### config.mk
export PLATFORM = sky130hd
export DESIGN_NAME = dram_arbiter
export DESIGN_NICKNAME = d
export VERILOG_FILES = /design/src/rtl/dram_arb_pkg.sv /design/src/rtl/dram_arb_perf.sv /design/src/rtl/dram_arbiter.sv
export SDC_FILE = /design/constraint.sdc
export NUM_CORES = 1
export LEC_CHECK = 0
export ABC_AREA = 1
export ABC_CLOCK_PERIOD_IN_PS = 3650
export CORE_AREA = 2 2 142 144
export CTS_BUF_LIST = sky130_fd_sc_hd__clkbuf_16
export DETAILED_ROUTE_END_ITERATION = 6
export DIE_AREA = 0 0 144 146
export GPL_TIMING_DRIVEN = 1
export PLACE_DENSITY_LB_ADDON = 0.2
export SYNTH_ARGS = -nofsm -noshare
export SYNTH_HDL_FRONTEND = slang
export SYNTH_SLANG_ARGS = --single-unit
### constraint.sdc
create_clock -name clk -period 3.65 [get_ports clk]
set_input_delay 0.365 -clock clk [delete_from_list [all_inputs] [get_ports clk]]
set_output_delay 0.365 -clock clk [all_outputs]
set_load 0.02 [all_outputs]
### src/rtl/dram_arb_pkg.sv
`default_nettype none
// ============================================================================
// Module      : dram_arb_pkg
// Description : Shared types and constants for the data-memory arbiter.
//               Holds the two-state FSM encoding, the burst/starvation
//               counter width and the legal range of the arbiter parameters.
// Revision    : 1.0 - initial release
// ============================================================================
package dram_arb_pkg;

    // Width of the starvation and burst-length counters
    localparam int c_CNT_W = 8;

    // Legal range for STARVE_LIMIT and MAX_BURST
    localparam int c_PARAM_MIN = 1;
    localparam int c_PARAM_MAX = 255;

    // Arbiter state encoding
    typedef logic [0:0] state_t;
    localparam state_t c_S_NORM = 1'b0;
    localparam state_t c_S_EXT  = 1'b1;

    // True when a limit parameter fits the counter range
    function automatic logic param_in_range(input int value);
        return (value >= c_PARAM_MIN) && (value <= c_PARAM_MAX);
    endfunction

endpackage : dram_arb_pkg
`default_nettype wire

### src/rtl/dram_arb_perf.sv
`default_nettype none
// ============================================================================
// Module      : dram_arb_perf
// Description : Saturating performance counters for the data-memory arbiter:
//               core stall cycles and external grant cycles. Instantiated by
//               dram_arbiter only when DRAM_ARB_PERF_EN is defined.
// Revision    : 1.0 - initial release
// ============================================================================
module dram_arb_perf #(
    parameter int WIDTH = 32
) (
    input  logic             clk,
    input  logic             rst,
    input  logic             core_stall,
    input  logic             ext_gnt,
    output logic [WIDTH-1:0] perf_stall_cnt,
    output logic [WIDTH-1:0] perf_ext_cnt
);

    logic [WIDTH-1:0] r_stall_cnt;
    logic [WIDTH-1:0] r_ext_cnt;

    // Count stall and grant cycles, holding at all-ones instead of wrapping
    always_ff @(posedge clk) begin
        if (rst) begin
            r_stall_cnt <= '0;
            r_ext_cnt   <= '0;
        end else begin
            if (core_stall && (r_stall_cnt != '1)) begin
                r_stall_cnt <= r_stall_cnt + 1'b1;
            end
            if (ext_gnt && (r_ext_cnt != '1)) begin
                r_ext_cnt <= r_ext_cnt + 1'b1;
            end
        end
    end

    assign perf_stall_cnt = r_stall_cnt;
    assign perf_ext_cnt   = r_ext_cnt;

endmodule : dram_arb_perf
`default_nettype wire

### src/rtl/dram_arbiter.sv
`default_nettype none
// ============================================================================
// Module      : dram_arbiter
// Description : Shares the single-port data memory between the miniRV core
//               load/store port and one external requester. The core has
//               priority; a starvation counter forces a bounded burst of
//               external grants during which the core is stalled. External
//               read data is returned one cycle after the grant.
//               Optional feature macro: DRAM_ARB_PERF_EN (perf counters).
// Revision    : 1.0 - initial release
// ============================================================================
module dram_arbiter
    import dram_arb_pkg::*;
#(
    parameter int STARVE_LIMIT = 4,
    parameter int MAX_BURST    = 8
) (
    input  logic        clk,
    input  logic        rst,
    // core load/store port
    input  logic        core_req,
    input  logic        core_we,
    input  logic [31:0] core_addr,
    input  logic [31:0] core_wdin,
    output logic [31:0] core_rd,
    output logic        core_stall,
    // external requester
    input  logic        ext_req,
    input  logic        ext_we,
    input  logic [31:0] ext_addr,
    input  logic [31:0] ext_wdata,
    output logic        ext_gnt,
    output logic        ext_rvalid,
    output logic [31:0] ext_rdata,
    // memory port
    output logic [31:0] dram_addr,
    output logic [31:0] dram_wdin,
    output logic        dram_we,
    input  logic [31:0] dram_rd,
    // performance counters
    output logic [31:0] perf_stall_cnt,
    output logic [31:0] perf_ext_cnt
);

    // Terminal counter values: the transition fires on the cycle the counter
    // already holds LIMIT-1, so the counted cycle itself is included.
    localparam logic [c_CNT_W-1:0] c_STARVE_LAST = c_CNT_W'(STARVE_LIMIT - 1);
    localparam logic [c_CNT_W-1:0] c_BURST_LAST  = c_CNT_W'(MAX_BURST - 1);

    if (!param_in_range(STARVE_LIMIT)) begin : g_bad_starve_limit
        $error("dram_arbiter: STARVE_LIMIT out of range 1..255");
    end
    if (!param_in_range(MAX_BURST)) begin : g_bad_max_burst
        $error("dram_arbiter: MAX_BURST out of range 1..255");
    end

    state_t             r_state;
    logic [c_CNT_W-1:0] r_starve_cnt;
    logic [c_CNT_W-1:0] r_run_cnt;
    logic               r_ext_rvalid;
    logic [31:0]        r_ext_rdata;
    logic               w_ext_gnt;

    // Grant is combinational from the registered state: the core wins in
    // normal mode, the external side wins unconditionally inside a burst.
    always_comb begin
        w_ext_gnt = 1'b0;
        if (r_state == c_S_EXT) begin
            w_ext_gnt = ext_req;
        end else begin
            w_ext_gnt = ext_req & ~core_req;
        end
    end

    // Arbiter FSM: count lost external cycles, then run a bounded burst
    always_ff @(posedge clk) begin
        if (rst) begin
            r_state      <= c_S_NORM;
            r_starve_cnt <= '0;
            r_run_cnt    <= '0;
        end else begin
            case (r_state)
                c_S_NORM: begin
                    r_run_cnt <= '0;
                    if (ext_req && core_req) begin
                        // Core still wins this cycle even when the limit is hit
                        if (r_starve_cnt == c_STARVE_LAST) begin
                            r_state      <= c_S_EXT;
                            r_starve_cnt <= '0;
                        end else begin
                            r_starve_cnt <= r_starve_cnt + 1'b1;
                        end
                    end else begin
                        // Either the external side was granted or is idle
                        r_starve_cnt <= '0;
                    end
                end
                c_S_EXT: begin
                    r_starve_cnt <= '0;
                    if (!ext_req) begin
                        r_state   <= c_S_NORM;
                        r_run_cnt <= '0;
                    end else if (r_run_cnt == c_BURST_LAST) begin
                        r_state   <= c_S_NORM;
                        r_run_cnt <= '0;
                    end else begin
                        r_run_cnt <= r_run_cnt + 1'b1;
                    end
                end
                default: begin
                    r_state      <= c_S_NORM;
                    r_starve_cnt <= '0;
                    r_run_cnt    <= '0;
                end
            endcase
        end
    end

    // Capture external read data one cycle after a read grant; data holds
    // otherwise so the requester may sample it late.
    always_ff @(posedge clk) begin
        if (rst) begin
            r_ext_rvalid <= 1'b0;
            r_ext_rdata  <= '0;
        end else begin
            r_ext_rvalid <= w_ext_gnt & ~ext_we;
            if (w_ext_gnt && !ext_we) begin
                r_ext_rdata <= dram_rd;
            end
        end
    end

    // Memory mux: the granted external access overrides the core
    always_comb begin
        dram_addr = core_addr;
        dram_wdin = core_wdin;
        dram_we   = core_we & core_req;
        if (w_ext_gnt) begin
            dram_addr = ext_addr;
            dram_wdin = ext_wdata;
            dram_we   = ext_we;
        end
    end

    assign ext_gnt    = w_ext_gnt;
    assign core_stall = core_req & w_ext_gnt;
    assign core_rd    = dram_rd;
    assign ext_rvalid = r_ext_rvalid;
    assign ext_rdata  = r_ext_rdata;

`ifdef DRAM_ARB_PERF_EN
    dram_arb_perf #(
        .WIDTH(32)
    ) u_perf (
        .clk            (clk),
        .rst            (rst),
        .core_stall     (core_stall),
        .ext_gnt        (w_ext_gnt),
        .perf_stall_cnt (perf_stall_cnt),
        .perf_ext_cnt   (perf_ext_cnt)
    );
`else
    assign perf_stall_cnt = '0;
    assign perf_ext_cnt   = '0;
`endif

endmodule : dram_arbiter
`default_nettype wire

==> flow_summary.ini <==
[worst_setup_path]
worstSetupStartpointType = primary input
cp.required_ns = 3.28
crit_arrival_ns = 2.51
rrSetupSlack_ns = 1.82
criticalPathCategory = in -> out
cp-end-kind = primary output
cp_max_fo = 59

[routing]
wl_per_cell_um = 11.93
drcViolationCount = 0
drt_first_iter_violations = 137
vias_per_cell = 3.552
ant_nets = 0
wirelength_mm = 13.85
vias = 4124
drt_pass1_iterations = 4

[pwr]
sw_frac_of_total_pct = 31.33
power_density_mw_per_mm2 = 272.9
p_seq_share_pct = 31.7
p_comb_share_pct = 39.1
peakVddDrop_v = 0.0001505
p_switching_mw = 0.5666
leakagePower_nw = 3.125
p_int_mw = 1.242
p_clk_share_pct = 29.2

[timing]
finalSetupViolations = 0
tns_ns = 0
tightestPinTransition_ns = 0.6582
fmax_ghz = 0.3473
period_share_pct = 78.88
rsz0062_at_grt = false
slew_headroom_pct = 56.12
hold_viol = 0
fin_crit_ns = 2.879
timing.final.ws_setup_ns = 0.7710
skew_ns = 0.005315
whs_ns = 0.4648
slew_viol_final = 0

[cts]
root_buffer = clkbuf_16
post_cts_resized = 0
numCtsBuffers = 5
numClockSinks = 50
clockBufferDepth = 2
cts_tree = done
cts_setup_buffers = 0
insertion_delay_ns = 0.29
htreeDepth = 2
postCtsHoldBufs = 0
clkTransAtPathRegs_ns = 0.07

[logic_synthesis]
synthCells = 645
synth_sequential_area_ratio_pct = 26.84
netlist_area_mm2 = 0.003730
synth_seq_cells = 50
syn_avg_cell_area_um2 = 5.783
synth_cell_types = 20
yosysWarnings = 0

[floorplan]
die_x_um = 144
start_util_pct = 19.29
rows = 51
num_io_pins = 362
chipHeight_um = 146
core-area_mm2 = 0.01933
die-area_mm2 = 0.02102

[global_routing]
overflow = 0
grt_max_degree = 66
grt_pass1_vias = 3698
grt_usage_pct = 12.27
antenna_found_initial = 1
grt_pass1_wl_mm = 20.27

[final_layout]
fin_util_pct = 34.28
fin_nets = 1063
diodes = 0
mostFrequentLayoutCell = clkdlybuf4s50_1
synthToLayoutAreaGrowth_pct = 77.69
nFillCells = 2099
drive_gt1_share_pct = 1.674
mostFrequentLayoutCells = clkdlybuf4s50_1, nand2_1, nor2_1

[placement]
dp_slack_ns = 0.7650
place.gp.congestion = 0.8681
port_buffers = 297
dp_hpwl_mm = 11.29

[flow_run]
cap_violations = 0

[hold_path]
min_path_type = reg -> reg

[run_status]
status = completed
[per-layer routing]
layer / wire, um / vias up / GRT usage (%) / part of all wire (%)
met2: 7036 / 168 / 22.38 / 51
met3: 1089 / 13 / 3.587 / 7.9
met5: 13 / - / 0 / 0.094
met4: 142 / 2 / 1.961 / 1.0
li1: - / 2234 / - / -
met1: 5563 / 1707 / 14.29 / 40
[cells by family (layout without fill, tap and decap cells)]
kind of cell / count (synthesis) / in the layout / synth area share, %
and+or+nand+nor: 405 / 405 / 41.53
DFF: 50 / 50 / 26.84
buffers and inverters: 177 / 365 / 28.85
adders and majority gates: 2 / 2 / 0.6708
AOI/OAI and AO/OA: 6 / 6 / 1.074
xor gates and xnor gates: 4 / 4 / 0.9395
other: 1 / 64 / 0.1005
[critical path, cell delays in order]
cell and delay [ns]:
clkdlybuf4s50_1 0.49, inv_1 0.06, nand2_1 0.06, nand2_2 0.17, inv_2 0.20, buf_12 0.26, nand2_1 0.14, nand2_1 0.09
clkdlybuf4s50_1 0.62
[per-stage QoR]
| step | cell area (um2) | total power [mW] | instances |
|---|---|---|---|
| CTS | 6628 | 1.843 | 1161 |
| detailed placement | 6462 | 1.297 | 1153 |
| finish | 6628 | 1.809 | 1161 |
| global route | 6628 | 1.909 | 1161 |
| floorplan | 3966 | 0.9715 | 708 |
| global placement | 6462 | 1.300 | 1153 |
[power by group through the flow]
stage / clock network (mW) / logic, mW / registers, mW
global route: 0.574 / 0.759 / 0.576
CTS: 0.556 / 0.714 / 0.574
floorplan: 0 / 0.362 / 0.609
finish: 0.528 / 0.706 / 0.574
global placement: 0 / 0.714 / 0.586
detailed placement: 0 / 0.711 / 0.587
[final timing paths]
| kind | start | end | depth (start not counted) |
|---|---|---|---|
| worst min register to register | r_run_cnt[0] | r_run_cnt[0] | 1 |
| worst max-delay path | core_req | dram_wdin[9] | 9 |
| worst max register to register | r_state | ext_rdata[26] | 8 |
| worst min-delay path | r_run_cnt[0] | r_run_cnt[0] | 1 |
[flip-flops by register name (all words and copies together) (netlist names)]
signal	count
r_state	1
r_run_cnt	8
ext_rdata	32
r_starve_cnt	8
ext_rvalid	1
[cell usage after synthesis]
cell type	number	area (um2)
buf_2	14	70.07
buf_4	99	743.2
buf_6	3	33.78
clkbuf_1	5	18.77
clkinv_1	1	3.750
conb_1	1	3.750
dfxtp_1	50	1001
ha_1	2	25.02
inv_1	55	206.5
nand2_1	291	1092
nand2_2	1	6.260
nand3_1	13	65.06
nand4_1	2	12.51
nor2_1	96	360.4
nor3_1	1	5.000
nor3b_1	1	7.510
o21ai_0	2	10.01
o21bai_1	4	30.03
xnor2_1	2	17.52
xor2_1	2	17.52
[final cells by class]
cell class / count / area [um2] / share of cell area, %
Tap cell: 265 / 331.6 / 5.003
Clock inverter: 3 / 40.04 / 0.6041
Sequential cell: 50 / 1001 / 15.10
Clock buffer: 5 / 125.1 / 1.888
Inverter: 56 / 210.2 / 3.172
Multi-Input combinational cell: 481 / 1892 / 28.54
Timing Repair Buffer: 301 / 3028 / 45.69
(Power assumes the default switching activity.)
